## src/rtl/regfile_context_engine_pkg.sv

```systemverilog
// Shared definitions for the register file context engine.
//   state_e  : FSM state encoding
//   REG_ZERO : index of the hardwired-zero register
package regfile_context_engine_pkg;

    localparam int unsigned STATE_WIDTH = 3;

    typedef enum logic [STATE_WIDTH-1:0] {
        IDLE    = 3'd0,
        S_READ  = 3'd1,
        S_SEND  = 3'd2,
        R_WRITE = 3'd3,
        DONE    = 3'd4
    } state_e;

    localparam logic [4:0] REG_ZERO = 5'd0;

endpackage

```

## src/rtl/regfile_context_engine.sv

```systemverilog
// Register file context engine: SAVE streams registers FIRST_REG..LAST_REG out over
// a valid/ready port; RESTORE writes an incoming valid/ready stream back in the same order.
// Ports:
//   clk, reset                   clock, asynchronous active-high reset
//   save_start, restore_start    start pulses, sampled only in IDLE (SAVE wins a tie)
//   busy, done                   engine active / one-cycle completion pulse
//   rf_read_reg, rf_read_data    register file read port (read data combinational)
//   rf_write_reg, rf_write_data,
//   rf_reg_write                 register file write port
//   out_valid, out_ready,
//   out_index, out_data          SAVE stream (registered payload)
//   in_valid, in_ready, in_data  RESTORE stream
module regfile_context_engine
    import regfile_context_engine_pkg::*;
#(
    parameter int unsigned DATA_WIDTH = 32,
    parameter int unsigned ADDR_WIDTH = 5,
    parameter int unsigned FIRST_REG  = 1,
    parameter int unsigned LAST_REG   = 31
) (
    input  logic                  clk,
    input  logic                  reset,
    input  logic                  save_start,
    input  logic                  restore_start,
    output logic                  busy,
    output logic                  done,
    output logic [ADDR_WIDTH-1:0] rf_read_reg,
    input  logic [DATA_WIDTH-1:0] rf_read_data,
    output logic [ADDR_WIDTH-1:0] rf_write_reg,
    output logic [DATA_WIDTH-1:0] rf_write_data,
    output logic                  rf_reg_write,
    output logic                  out_valid,
    input  logic                  out_ready,
    output logic [ADDR_WIDTH-1:0] out_index,
    output logic [DATA_WIDTH-1:0] out_data,
    input  logic                  in_valid,
    output logic                  in_ready,
    input  logic [DATA_WIDTH-1:0] in_data
);

    state_e                  r_state;
    state_e                  w_state_nxt;
    logic [ADDR_WIDTH-1:0]   r_idx;
    logic [ADDR_WIDTH-1:0]   w_idx_nxt;
    logic                    r_out_valid;
    logic                    w_out_valid_nxt;
    logic [ADDR_WIDTH-1:0]   r_out_index;
    logic [ADDR_WIDTH-1:0]   w_out_index_nxt;
    logic [DATA_WIDTH-1:0]   r_out_data;
    logic [DATA_WIDTH-1:0]   w_out_data_nxt;
    logic                    w_last;
    logic                    w_rf_reg_write;
    logic [ADDR_WIDTH-1:0]   w_rf_write_reg;
    logic [DATA_WIDTH-1:0]   w_rf_write_data;
    logic                    w_in_ready;

    // Exact terminal compare: the index never wraps past LAST_REG.
    assign w_last = (r_idx == ADDR_WIDTH'(LAST_REG));

    // State, index and SAVE output registers.
    always_ff @(posedge clk or posedge reset) begin
        if (reset) begin
            r_state     <= IDLE;
            r_idx       <= ADDR_WIDTH'(FIRST_REG);
            r_out_valid <= 1'b0;
            r_out_index <= ADDR_WIDTH'(REG_ZERO);
            r_out_data  <= DATA_WIDTH'(0);
        end else begin
            r_state     <= w_state_nxt;
            r_idx       <= w_idx_nxt;
            r_out_valid <= w_out_valid_nxt;
            r_out_index <= w_out_index_nxt;
            r_out_data  <= w_out_data_nxt;
        end
    end

    // Next-state, next-datapath and combinational write-port/ready logic.
    always_comb begin
        w_state_nxt     = r_state;
        w_idx_nxt       = r_idx;
        w_out_valid_nxt = r_out_valid;
        w_out_index_nxt = r_out_index;
        w_out_data_nxt  = r_out_data;
        w_rf_reg_write  = 1'b0;
        w_rf_write_reg  = ADDR_WIDTH'(REG_ZERO);
        w_rf_write_data = DATA_WIDTH'(0);
        w_in_ready      = 1'b0;

        case (r_state)
            IDLE: begin
                if (save_start) begin
                    w_state_nxt = S_READ;
                    w_idx_nxt   = ADDR_WIDTH'(FIRST_REG);
                end else if (restore_start) begin
                    w_state_nxt = R_WRITE;
                    w_idx_nxt   = ADDR_WIDTH'(FIRST_REG);
                end
            end
            S_READ: begin
                w_out_data_nxt  = rf_read_data;
                w_out_index_nxt = r_idx;
                w_out_valid_nxt = 1'b1;
                w_state_nxt     = S_SEND;
            end
            S_SEND: begin
                // out_valid is always high here, so out_ready alone completes the beat.
                if (out_ready) begin
                    w_out_valid_nxt = 1'b0;
                    if (w_last) begin
                        w_state_nxt = DONE;
                    end else begin
                        w_idx_nxt   = r_idx + ADDR_WIDTH'(1);
                        w_state_nxt = S_READ;
                    end
                end
            end
            R_WRITE: begin
                w_in_ready = 1'b1;
                if (in_valid) begin
                    w_rf_reg_write  = 1'b1;
                    w_rf_write_reg  = r_idx;
                    w_rf_write_data = in_data;
                    if (w_last) begin
                        w_state_nxt = DONE;
                    end else begin
                        w_idx_nxt = r_idx + ADDR_WIDTH'(1);
                    end
                end
            end
            DONE: begin
                w_state_nxt = IDLE;
            end
            default: begin
                w_state_nxt = IDLE;
            end
        endcase
    end

    // Status and write-port outputs decode from the state register, so reset clears them at once.
    assign busy          = (r_state != IDLE);
    assign done          = (r_state == DONE);
    assign in_ready      = w_in_ready;
    assign rf_reg_write  = w_rf_reg_write;
    assign rf_write_reg  = w_rf_write_reg;
    assign rf_write_data = w_rf_write_data;
    assign rf_read_reg   = (r_state == IDLE) ? ADDR_WIDTH'(REG_ZERO) : r_idx;
    assign out_valid     = r_out_valid;
    assign out_index     = r_out_index;
    assign out_data      = r_out_data;

endmodule

```

## config.mk

```make
export PLATFORM = sky130hd
export DESIGN_NAME = regfile_context_engine
export DESIGN_NICKNAME = d
export VERILOG_FILES = /design/src/rtl/regfile_context_engine_pkg.sv /design/src/rtl/regfile_context_engine.sv
export SDC_FILE = /design/constraint.sdc
export NUM_CORES = 1
export LEC_CHECK = 0
export CAP_MARGIN = 30
export CORE_UTILIZATION = 35
export DETAILED_ROUTE_END_ITERATION = 7
export PLACE_DENSITY = 0.8
export SLEW_MARGIN = 10
export SYNTH_ARGS = -nofsm -noshare
export SYNTH_HDL_FRONTEND = slang
export SYNTH_SLANG_ARGS = --single-unit
export TNS_END_PERCENT = 100
```

## constraint.sdc

```tcl
create_clock -name clk -period 2.1 [get_ports clk]
set_input_delay 0.315 -clock clk [delete_from_list [all_inputs] [get_ports clk]]
set_output_delay 0.315 -clock clk [all_outputs]
set_load 0.01 [all_outputs]
```

==> results.sh <==
export IMPL_outcome="finished, final reports clean"
export IMPL_r2r_setup_slack_ns=0.20
export IMPL_cp_slowest_cell="dfrtp_1"
export IMPL_diodes=0
export IMPL_insertion_delay_ns=0.29
export IMPL_drtPass1Iterations=4
export IMPL_path_class="reg -> out"
export IMPL_synthDistinctLibCells=30
export IMPL_power_mw=5.19
export IMPL_antenna_found_initial=0
export IMPL_relSlewSlack_pct=73.0
export IMPL_synth_top_family_by_area="multiplexers"
export IMPL_fin_crit_sh_pct=96.4
export IMPL_dp_worst_setup_slack_ns=-0.0646
export IMPL_cts_tree="done"
export IMPL_routed_wl_um=6790
export IMPL_avgSynthCellArea_sq_um=11.5
export IMPL_rsz0062_at_grt="false"
export IMPL_dp_hpwl_um=5250
export IMPL_finalClockSkew_ns=0.00488
export IMPL_initial_core_util_pct=37.1
export IMPL_seq_area_frac_synth_pct=51.2
export IMPL_setup_violations_final=0
export IMPL_power_density_mw_per_mm2=1300
export IMPL_drive_above_1_share_pct=18.4
export IMPL_cts_path_max_buffers=2
export IMPL_critPathArrivalTime_ns=1.71
export IMPL_utilization_pct=66.1
export IMPL_seq_area_sq_mm=0.00115
export IMPL_io_buffers=153
export IMPL_cp_data_required_time_ns=1.78
export IMPL_leakage_nw=1.91
export IMPL_critPathLaunch="r_state[2]"
export IMPL_clock_sinks=46
export IMPL_ios=154
export IMPL_routedWlPerCell_um=15.8
export IMPL_multi_input_area_sq_um=992
export IMPL_worstSetupEndpointType="output port"
export IMPL_cpPeakStageDelay_ns=0.39
export IMPL_num_vias=2146
export IMPL_gp_congestion=0.777
export IMPL_crit_chain="inv_1, and3_4, bufbuf_16, and3_1, dlygate4sd2_1"
export IMPL_synth_fa_ha_area_share_pct=1.11
export IMPL_clk_pin_slew_ns=0.08
export IMPL_ir_worst_vdd_v=0.000772
export IMPL_r2r_start="r_idx[0]"
export IMPL_fp_dieW_um=82.2
export IMPL_fillCellCount=502
export IMPL_rows=28
export IMPL_vias_per_cell=5.00
export IMPL_grt_max_degree=36
export IMPL_die_area_sq_mm=0.00675
export IMPL_numCtsBuffers=5
export IMPL_maxCapViolCount=0
export IMPL_min_path_type="in -> async"
export IMPL_synth_seq_cells=46
export IMPL_syn_nets=267
export IMPL_grt_ovfl_total=0
export IMPL_die_y_um=82.2
export IMPL_postRouteAntennaNets=0
export IMPL_synth_xor_xnor_area_share_pct=0
export IMPL_ys_warnings_count=0
export IMPL_fp_coreArea_sq_mm=0.00606
export IMPL_nets=426
export IMPL_syn2layout_area_growth_pct=78.0
export IMPL_synth_compound_area_share_pct=6.28
export IMPL_synthSimpleGateAreaFrac_pct=17.2
export IMPL_grt_first_pass_wirelength_um=9980
export IMPL_period_needed_ns=2.02
export IMPL_place_area_sq_mm=0.00393
export IMPL_finalHoldViolCount=0
export IMPL_cts_root_buffer="clkbuf_8"
export IMPL_fmax_mhz=494
export IMPL_grt_pass1_vias=2087
export IMPL_synth_mux_area_share_pct=19.0
export IMPL_worst_slack_ns=0.0751
export IMPL_tightestPinTransition_ns=0.403
export IMPL_cts_max_level=2
export IMPL_cp_start_kind="flip-flop"
export IMPL_drc=0
export IMPL_critPathMaxFanout=18
export IMPL_syn_area_sq_mm=0.00225
export IMPL_hold_ws_ns=0.330
export IMPL_final_area_sq_mm=0.00400
export IMPL_netlist_instances=195
export IMPL_slew_viol_final=0
export IMPL_grtUsageTotal_pct=20.2
export IMPL_drtIter0Drc=30
==> critical path, delay by kind of cell (launching register included) <==
| family | cells | cell delay (ns) |
|---|---|---|
| AND/OR/NAND/NOR | 2 | 0.38 |
| buffers and inverters | 3 | 0.65 |
| flip-flops | 1 | 0.39 |
==> Yosys cell counts <==
master     n  area share (%)
buf_4      3             1.0
nand4b_1   2            0.78
inv_1      9             1.5
dfrtp_1   45              50
ha_1       2             1.1
nor2_1     7             1.2
a221oi_1   1            0.39
o311a_1    1            0.44
a21oi_1    4            0.89
nand2_1    2            0.33
mux2_2    38              19
nor2b_1    6             1.7
a31oi_1    2            0.56
nand3_1    1            0.22
o211ai_1   1            0.33
nor3_1     2            0.44
buf_6      1            0.50
a22o_1     1            0.39
a32oi_1    2            0.78
nor3b_1    3             1.0
o31ai_2    1            0.56
and2_1     1            0.28
and3_1    38              11
a211o_1    1            0.39
o21ai_0    7             1.6
dfstp_2    1             1.2
or2_4      1            0.39
and3b_1    1            0.39
clkbuf_1   6             1.0
buf_2      5             1.1
==> logic make-up after synthesis <==
group / after synthesis
compound gates: 21
fa+ha+maj: 2
buf+inv: 24
flops: 46
mux: 38
simple gates: 64
==> metrics by stage <==
step	std cells	TNS, ns
final	429	0
after global routing	429	0
after CTS	429	0
after detailed placement	420	-0.967
after global placement	420	-0.971
after floorplan	195	0
==> path summary, 6_finish.rpt <==
| path | end | cells past startpoint |
|---|---|---|
| max in group asynchronous | out_data[1] | 3 |
| min in group clk | out_data[13] | 1 |
| worst max register to register | r_idx[3] | 6 |
| worst min register to register | out_data[13] | 1 |
| worst max-delay path | rf_write_data[28] | 5 |
| worst min-delay path | out_data[9] | 2 |
==> placed cells by master (no fill, tap or decap), types with 2 or more instances in the layout <==
cell type and count:
nor2b_1 6, buf_4 10, ha_1 2, a31oi_1 2
clkdlybuf4s15_1 7, inv_1 8, nor3_1 2, clkbuf_8 5
a21oi_1 4, and3_1 37, o21ai_0 7, nor2_1 7
dlygate4sd2_1 36, nand2_1 2, nor3b_1 2, mux2_2 38
nand4b_1 2, buf_12 3, dfrtp_1 45, a32oi_1 2
clkdlybuf4s50_1 108
==> registers in the layout (all words and copies together), names as in the netlist <==
name	count
out_data	32
out_index	5
out_valid	1
r_idx	5
r_state	3
==> power by group <==
part | switching [mW] | total [mW] | leakage (nW) | internal (mW)
Combinational | 1.21 | 3.07 | 1.33 | 1.85
Clock | 0.279 | 0.508 | 0.0373 | 0.228
Sequential | 0.280 | 1.62 | 0.544 | 1.34
==> timing repair <==
action | 4_1_cts | 5_1_grt
pin swaps | 0 | 0
cloned | 1 | 0
hold buffers | 0 | 0
setup endpoints to repair | 41 | 9
buffers inserted | 1 | 0
hold endpoints to repair | 0 | 0
resized for setup | 46 | 10
==> area by class of cell <==
type,count,share of cell area [%]
timing repair buffer,167,41.2
sequential,46,28.8
multi-input combinational,125,24.8
tap,75,2.34
clock buffer,6,1.81
inverter,9,0.844
clock inverter,1,0.188
==> metal layers <==
| layer | up-vias | share of wire [%] | wire length [um] | global-route usage (%) |
|---|---|---|---|---|
| met2 | 114 | 49 | 3340 | 36.3 |
| met3 | 9 | 13 | 895 | 8.68 |
| li1 | 1008 | - | - | - |
| met4 | 0 | 2.0 | 138 | 7.37 |
| met1 | 1015 | 36 | 2410 | 20.7 |
| met5 | - | 0 | 0 | 0 |
Power figures use the tool's default switching activity.
==> RTL edit, RTL diff (same settings) <==
`DATA_WIDTH`: 32 -> 64.
--- a/src/rtl/regfile_context_engine.sv
+++ b/src/rtl/regfile_context_engine.sv
@@ -14,5 +14,5 @@
     import regfile_context_engine_pkg::*;
 #(
-    parameter int unsigned DATA_WIDTH = 32,
+    parameter int unsigned DATA_WIDTH = 64,
     parameter int unsigned ADDR_WIDTH = 5,
     parameter int unsigned FIRST_REG  = 1,
Ports: changed (resized in_data, out_data, rf_read_data and rf_write_data); port bits go from 154 to 282. No check against the original RTL was run, so the function may have changed too.
==> RTL edit against the original RTL <==
Maximum frequency fell by 0.70%; area after synthesis rose by 63%; non-clock buffer count rose by 131; sequential share of layout area fell by 0.060 points; power rose by 71%; via count rose by 71%; clock skew rose by 0.0098 ns; wire length rose by 120%; sequential cell count rose by 32; setup slack got worse by 0.014 ns; design area rose by 70%.
==> RTL edit: results (changes against the original RTL) <==
| Metric | Value |
|---|---|
| Outcome | `completed (unchanged)` |
| WL/cell | `20.9 µm (was 15.8 µm)` |
| R2r setup slk | `0.23 ns (was 0.20 ns)` |
| Initial antenna violation count | `1 (was 0)` |
| Number of port buffers | `281 (was 153)` |
| Library cells used by synthesis | `34 (was 30)` |
| Gr usage total | `28.3% (was 20.2%)` |
| P_leak | `3.33 nW (was 1.91 nW)` |
| CTS Buf Count | `9 (was 5)` |
| Post-synth net total | `436 (was 267)` |
| Routability cong. | `0.894 (was 0.777)` |
| Top cells by count, synth | `dfrtp_1, and3_1, mux2_2, clkbuf_1, mux2_1 (was dfrtp_1, and3_1, mux2_2, inv_1)` |
| Number of global-route vias before repair | `3750 (was 2087)` |
| DRT iter0 DRCs | `265 (was 30)` |
| First-pass GRT wire length | `23000 µm (was 9980 µm)` |
| CP Max Fanout | `8 (was 18)` |
| Share of cells above drive strength 1 | `21.2% (was 18.4%)` |
| Largest net degree at the start of global routing | `70 (was 36)` |
| Latest clock arrival within the worst-skew pair | `0.34 ns (was 0.29 ns)` |
| CTS H-Tree Depth | `3 (was 2)` |
| Nets@finish | `721 (was 426)` |
| Seq/Total Area, Yosys | `53.2% (was 51.2%)` |
| Placed insts | `704 (was 420)` |
| Via count | `3680 (was 2146)` |
| Max reg flops | `64 (was 32)` |
| DP HPWL | `11700 µm (was 5250 µm)` |
| Post-synthesis instance total | `300 (was 195)` |
| DRT Pass-1 Iters | `6 (was 4)` |
| Clock Skew | `0.0146 ns (was 0.00488 ns)` |
| Overall routed net length | `15200 µm (was 6790 µm)` |
| Slew HR | `69.1% (was 73.0%)` |
| Placed cell area | `6670 µm² (was 3930 µm²)` |
==> RTL edit: cell types whose count changed after synthesis, sizes merged <==
cell	before	now
and3	38	70
dfrtp	45	77
buf	9	11
mux2	38	70
clkbuf	6	13
==> RTL edit: logic make-up (layout without fill, tap and decap cells) <==
kind of cell / after synthesis / count (layout) / share of synthesized area [%]
DFF: 78 / 78 / 53.2
adders and majority gates: 2 / 2 / 0.681
AOI/OAI and AO/OA: 21 / 21 / 3.85
muxes: 70 / 70 / 21.5
buffers and inverters: 33 / 319 / 4.36
other: 0 / 2 / 0
and+or+nand+nor: 96 / 96 / 16.5
==> RTL edit: routing by layer <==
metal	track usage (%)	up-vias	wire (µm)
met5	0	-	0
met4	9.90	0	441
met3	9.90	28	1470
met2	48.7	208	7600
met1	32.3	1802	5650
li1	-	1642	-
==> RTL edit: area by class of cell <==
type / instances / area, µm²
tap: 136 / 170
sequential: 78 / 1950
fill: 822 / 3430
clock inverter: 2 / 12.5
inverter: 9 / 37.5
antenna: 2 / 5.00
multi-input combinational: 189 / 1560
clock buffer: 10 / 138
timing repair buffer: 298 / 2920
==> RTL edit: how the worst min path moves through the flow <==
| stage | slack [ns] | endpoint | startpoint | cells past startpoint |
|---|---|---|---|---|
| 2_1_floorplan | 0.45 | out_data[0]$_DFFE_PP0P_ | rf_read_data[0] | 1 |
| 3_3_place_gp | 0.47 | out_data[2]$_DFFE_PP0P_ | out_data[2]$_DFFE_PP0P_ | 1 |
| 3_5_place_dp | 0.47 | out_data[62]$_DFFE_PP0P_ | out_data[62]$_DFFE_PP0P_ | 1 |
| 4_1_cts | 0.33 | r_idx[3]$_DFFE_PP0P_ | reset | 2 |
| 5_1_grt | 0.35 | out_index[3]$_DFFE_PP0P_ | reset | 2 |
| 6_report | 0.34 | r_idx[1]$_DFFE_PP0P_ | reset | 2 |
==> RTL edit: power by group <==
part           leakage (nW)  internal, mW  switching (mW)
Sequential            0.921          2.28           0.441
Clock                0.0760         0.433           0.496
Combinational          2.34          3.08            2.15
==> RTL edit: what timing repair did <==
item / CTS / global route
cloned: 1 / 1
endpoints found under the setup margin: 77 / 54
buffers inserted: 1 / 3
gates resized for setup: 69 / 85
pin swaps: 0 / 2
==> RTL edit: through the flow <==
stage	hold WS, ns	setup slack (ns)	power (mW)	utilization, %	TNS [ns]
finish	0.337	0.0608	8.88	66.5	0
global route	0.352	-0.00593	9.41	66.4	-0.00799
CTS	0.328	-0.207	8.77	66.1	-1.88
detailed placement	0.474	0.0588	7.94	65.2	0
global placement	0.467	0.0809	7.81	65.2	0
floorplan	0.450	0.390	5.08	-	0
==> RTL edit: worst max-delay path: stages (launching register included) <==
cell and delay [ns]:
dfrtp_1 0.40, buf_6 0.15, nand4b_1 0.31, buf_4 0.23
inv_1 0.04, dlygate4sd2_1 0.26
